<file path="config.mk">
export PLATFORM = sky130hd
export DESIGN_NAME = mm3_argmax_ctrl
export DESIGN_NICKNAME = d
export VERILOG_FILES = /design/src/rtl/mm3_argmax_ctrl.sv
export SDC_FILE = /design/constraint.sdc
export NUM_CORES = 1
export LEC_CHECK = 0
export ABC_AREA = 1
export CAP_MARGIN = 20
export CORE_MARGIN = 1
export CORE_UTILIZATION = 45
export CTS_BUF_LIST = sky130_fd_sc_hd__clkbuf_4
export DETAILED_ROUTE_END_ITERATION = 10
export PLACE_DENSITY_LB_ADDON = 0.2
export SLEW_MARGIN = 20
export SYNTH_ARGS = -nofsm -noshare
export SYNTH_HDL_FRONTEND = slang
export SYNTH_SLANG_ARGS = --single-unit
</file>
<file path="constraint.sdc">
create_clock -name clk -period 2.5 [get_ports clk]
set_input_delay 0.75 -clock clk [delete_from_list [all_inputs] [get_ports clk]]
set_output_delay 0.75 -clock clk [all_outputs]
set_load 0.01 [all_outputs]
</file>
<file path="src/rtl/mm3_argmax_ctrl.sv">
// Argmax readout sequencer: scans DEPTH signed entries and publishes the winning index/value.
// Define ARGMAX_TIE_LAST_EN to report the highest index on ties (default: lowest index).
module mm3_argmax_ctrl #(
    parameter int unsigned DEPTH  = 32,
    parameter int unsigned DATA_W = 32,
    parameter int unsigned ADDR_W = 16,
    parameter int unsigned IDX_W  = 5
) (
    input  logic              clk,
    input  logic              resetn,
    input  logic              start,
    input  logic              abort,
    output logic [ADDR_W-1:0] rd_addr,
    input  logic [DATA_W-1:0] rd_data,
    output logic              busy,
    output logic              done,
    output logic [IDX_W-1:0]  max_idx,
    output logic [DATA_W-1:0] max_val
);

    localparam logic [ADDR_W-1:0] LAST_ADDR = ADDR_W'(DEPTH - 1);

    typedef enum logic [1:0] {StIdle, StScan, StDone} state_e;

    state_e                    state_q, state_d;
    logic [ADDR_W-1:0]         rd_addr_q, rd_addr_d;
    logic signed [DATA_W-1:0]  work_val_q, work_val_d;
    logic [IDX_W-1:0]          work_idx_q, work_idx_d;
    logic signed [DATA_W-1:0]  max_val_q, max_val_d;
    logic [IDX_W-1:0]          max_idx_q, max_idx_d;

    logic                      take;
    logic signed [DATA_W-1:0]  cand_val;
    logic [IDX_W-1:0]          cand_idx;

    always_comb begin
        state_d    = state_q;
        rd_addr_d  = rd_addr_q;
        work_val_d = work_val_q;
        work_idx_d = work_idx_q;
        max_val_d  = max_val_q;
        max_idx_d  = max_idx_q;

        // Entry 0 always seeds the running maximum, so all-negative data works.
`ifdef ARGMAX_TIE_LAST_EN
        take = (rd_addr_q == '0) || ($signed(rd_data) >= work_val_q);
`else
        take = (rd_addr_q == '0) || ($signed(rd_data) > work_val_q);
`endif
        cand_val = take ? $signed(rd_data) : work_val_q;
        cand_idx = take ? rd_addr_q[IDX_W-1:0] : work_idx_q;

        unique case (state_q)
            StIdle: begin
                rd_addr_d = '0;
                if (start && !abort) begin
                    state_d = StScan;
                end
            end
            StScan: begin
                if (abort) begin
                    state_d   = StIdle;
                    rd_addr_d = '0;
                end else begin
                    work_val_d = cand_val;
                    work_idx_d = cand_idx;
                    if (rd_addr_q == LAST_ADDR) begin
                        max_val_d = cand_val;
                        max_idx_d = cand_idx;
                        state_d   = StDone;
                        rd_addr_d = '0;
                    end else begin
                        rd_addr_d = rd_addr_q + ADDR_W'(1);
                    end
                end
            end
            StDone: begin
                state_d = StIdle;
            end
            default: begin
                state_d   = StIdle;
                rd_addr_d = '0;
            end
        endcase
    end

    always_ff @(posedge clk) begin
        if (!resetn) begin
            state_q    <= StIdle;
            rd_addr_q  <= '0;
            work_val_q <= '0;
            work_idx_q <= '0;
            max_val_q  <= '0;
            max_idx_q  <= '0;
        end else begin
            state_q    <= state_d;
            rd_addr_q  <= rd_addr_d;
            work_val_q <= work_val_d;
            work_idx_q <= work_idx_d;
            max_val_q  <= max_val_d;
            max_idx_q  <= max_idx_d;
        end
    end

    assign rd_addr = rd_addr_q;
    assign busy    = (state_q == StScan);
    assign done    = (state_q == StDone);
    assign max_idx = max_idx_q;
    assign max_val = max_val_q;

endmodule

</file>
==> results list <==
- The flow ran to the end, and the final reports show no timing, DRC or antenna violations.
- The number of cells on the worst reg-to-reg path is 16.
- Number of cells in the design after placement: 998
- Compared with the post-synthesis result, the final layout area differs by 28.9%.
* Reg2Reg Capture Point: work_val_q[19]
- In this run the post-CTS setup repair buffer count came out at 0.
- STA puts the critical path data required time at 1.75 ns.
* Max FO, Critical Path: 3
- Sequential standard cell area: 1840 um^2
- Maximum clock rate: 422 MHz
- Entering global routing, the biggest net connects 49 pins.
- In the layout the commonest cells are nand2_1 (154), inv_1 (132), dfxtp_1 (92).
* Final hold violations: 0
* Power density of the placed cells: 398 nW/um^2
- Global routing used 21.5% of the available tracks.
- The final max-slew violation count is 0.
- Setup repair after global routing left no endpoint under its margin.
* Number of fillers in the final layout: 1,120
- Floorplan core area: 12,000 um^2
- Post-placement cell area: 6640 um^2
- The via count of the first global-routing pass was 4,963.
* Vertical extent of the die: 113 um
- The clock tree synthesis step divided the H-tree into 3 levels.
- Headroom to the max-slew limit came out at 66.0%.
- The Yosys step of the flow raised 0 warnings.
* Data arrival time of the critical path: 1.62 ns
- The post-route netlist has 15.3% of its cells at a drive strength greater than 1.
- The worst register-to-register path has a setup slack of 0.21 ns.
* Final design instance area without fill: 7150 um^2
- The initial antenna violation count was 1.
- Instance count along the most critical hold path: 2
- In this run the most critical hold path is launched from rd_addr[13].
- Across the run, the number of max-cap violations was 0.
- Nature of the critical path endpoint: output pin
- Inserted Clock Buffers: 9
- CTS Root Buffer Type: clkbuf_4
- Startpoint type of the worst setup path: flip-flop
- Fin Clk Skew: 0.0240 ns
* I/O Pins: 91
- After the first detailed-routing iteration, the DRC count stood at 261.
- Die Width: 113 um
* Smallest setup slack after layout: 0.129 ns
- The finished layout holds 1,017 standard cells, fillers aside.
- In this run the static leakage power is 3.41 nW.
- Overall die area: 12,800 um^2
* Leading cell type in the layout, fill and taps excluded: nand2_1
- The routed design has 13,900 um of wire.
- Clock net sink count: 92
* Setup CP Type: reg2out
- Number of routed nets with antenna violations: 0
* Class of the tightest hold or removal check: reg2reg
- Counting I/O delays and the setup requirement, the final critical path takes 2.37 ns.
- Total number of placement rows: 40
- PnR Total Power: 2.84 mW
* Number of distinct standard cells referenced by the synthesized netlist: 31
* Setup violations, final: 0
- For this configuration, the core starts out at a cell density of 46.2%.
- Worst IR Drop VDD: 0.303 mV
- For the pin with the worst max-slew slack, the measured transition is 0.510 ns.
- The worst hold path terminates at rd_addr[13].
- The first global-routing pass estimated 22,200 um of wire.
* DRC Markers: 0
- Multi-input gate area in the final layout: 3120 um^2
* Share of the clock period used by the worst path after layout: 94.9%
- Timing analysis after detailed placement gives a worst setup slack of -0.553 ns.
- Dpl hpwl: 9650 um
- After detailed routing, the number of vias per cell comes to 5.17.
* Latest clock arrival within the worst-skew pair: 0.49 ns
- Final Util: 59.5%
- The final route contains 5,253 vias.
- The worst register-to-register path begins at work_val_q[21].
* Synth Area per Inst: 7.27 um^2
- The congestion estimate from routability-driven global placement came to 0.822.
* Number of buffers between clock root and the deepest sink: 2
* Number of nets at the end of the flow: 934
* DR pass1 iterations: 4
* Remaining global-route overflow: 0
- TritonCTS built the clock tree.
- Counting every instance in the synthesized netlist gives 763.
- Dividing the detail-routed wire length by the instance count gives 13.7 um.
* Syn_nets: 833
- Port Buffers: 90
* Post-Synthesis Cell Area: 5550 um^2
* Sequential area share after synthesis: 33.2%
- Synthesized flop and latch total: 92
* Clk slew on worst S/H paths: 0.14 ns
==> cells in the mapped netlist (all sizes together) <==
cell	instances	area (um^2)
xor2	4	35.0
a21o	1	7.51
a2111oi	1	15.0
a221oi	2	17.5
dfxtp	92	1840
clkinv	1	8.76
a21oi	55	283
buf	17	161
clkbuf	16	130
ha	34	425
nor2	35	139
nand4	9	62.6
nand3	124	776
dlygate4sd1	3	26.3
nor3	7	35.0
inv	133	499
nand2	171	677
o21ai	11	55.1
o21a	45	338
a211oi	2	15.0
==> cell type report <==
type	instances	area share, %
Clock buffer	10	1.05
Timing Repair Buffer	126	19.0
Antenna cell	1	0.0350
Multi-Input combinational cell	501	43.6
Inverter	134	7.10
Clock inverter	6	0.910
Tap cell	147	2.57
Sequential cell	92	25.8
==> metal layers <==
layer / global-route usage (%) / share of wire [%] / vias up / wire (um)
met5: 0 / 0 / - / 0
li1: - / - / 2655 / -
met4: 7.28 / 1.4 / 0 / 191
met2: 36.8 / 49 / 101 / 6790
met1: 27.2 / 47 / 2479 / 6490
met3: 4.07 / 3.3 / 18 / 466
==> metrics by stage <==
step | TNS (ns) | hold slack (ns)
floorplan | 0 | 0.515
global placement | -33.16 | 0.510
detailed placement | -36.25 | 0.536
CTS | 0 | 0.558
global route | 0 | 0.594
finish | 0 | 0.559
==> state kept, by name (all words and copies together), names as in the netlist <==
signal      cells
max_idx         5
work_idx_q      5
max_val        32
state_q         2
rd_addr        16
work_val_q     32
==> worst max-delay path by stage <==
stage	slack, ns	endpoint	startpoint
2_1_floorplan	0.18	max_val[17]	rd_data[31]
3_3_place_gp	-0.49	max_val[30]	rd_data[23]
3_5_place_dp	-0.55	max_idx[4]	rd_data[31]
4_1_cts	0.007	max_val[24]	rd_data[31]
5_1_grt	0.01	busy	state_q[0]
6_report	0.13	busy	state_q[0]
==> report_power, final <==
group	internal, mW	switching, mW
clock	0.313	0.533
combinational	0.212	0.273
sequential	1.49	0.0193
==> kinds of logic after synthesis <==
kind of cell	after synthesis	synth area share [%]
AOI/OAI and AO/OA	117	13.2
xor gates and xnor gates	4	0.631
adders and majority gates	34	7.67
buffers and inverters	170	14.9
DFF	92	33.2
and+or+nand+nor	346	30.4
==> timing repair <==
action	4_1_cts	5_1_grt
gates cloned	0	2
hold endpoints to repair	0	0
hold buffers	0	0
pin swaps	1	33
gates resized for setup	4	64
endpoints found under the setup margin	7	75
==> critical path: stages (launching register included) <==
cell	delay (ns)
dfxtp_1	0.39
inv_1	0.06
nor2_1	0.13
clkdlybuf4s50_1	0.56
Note: power is estimated with default switching activity, not from simulation.
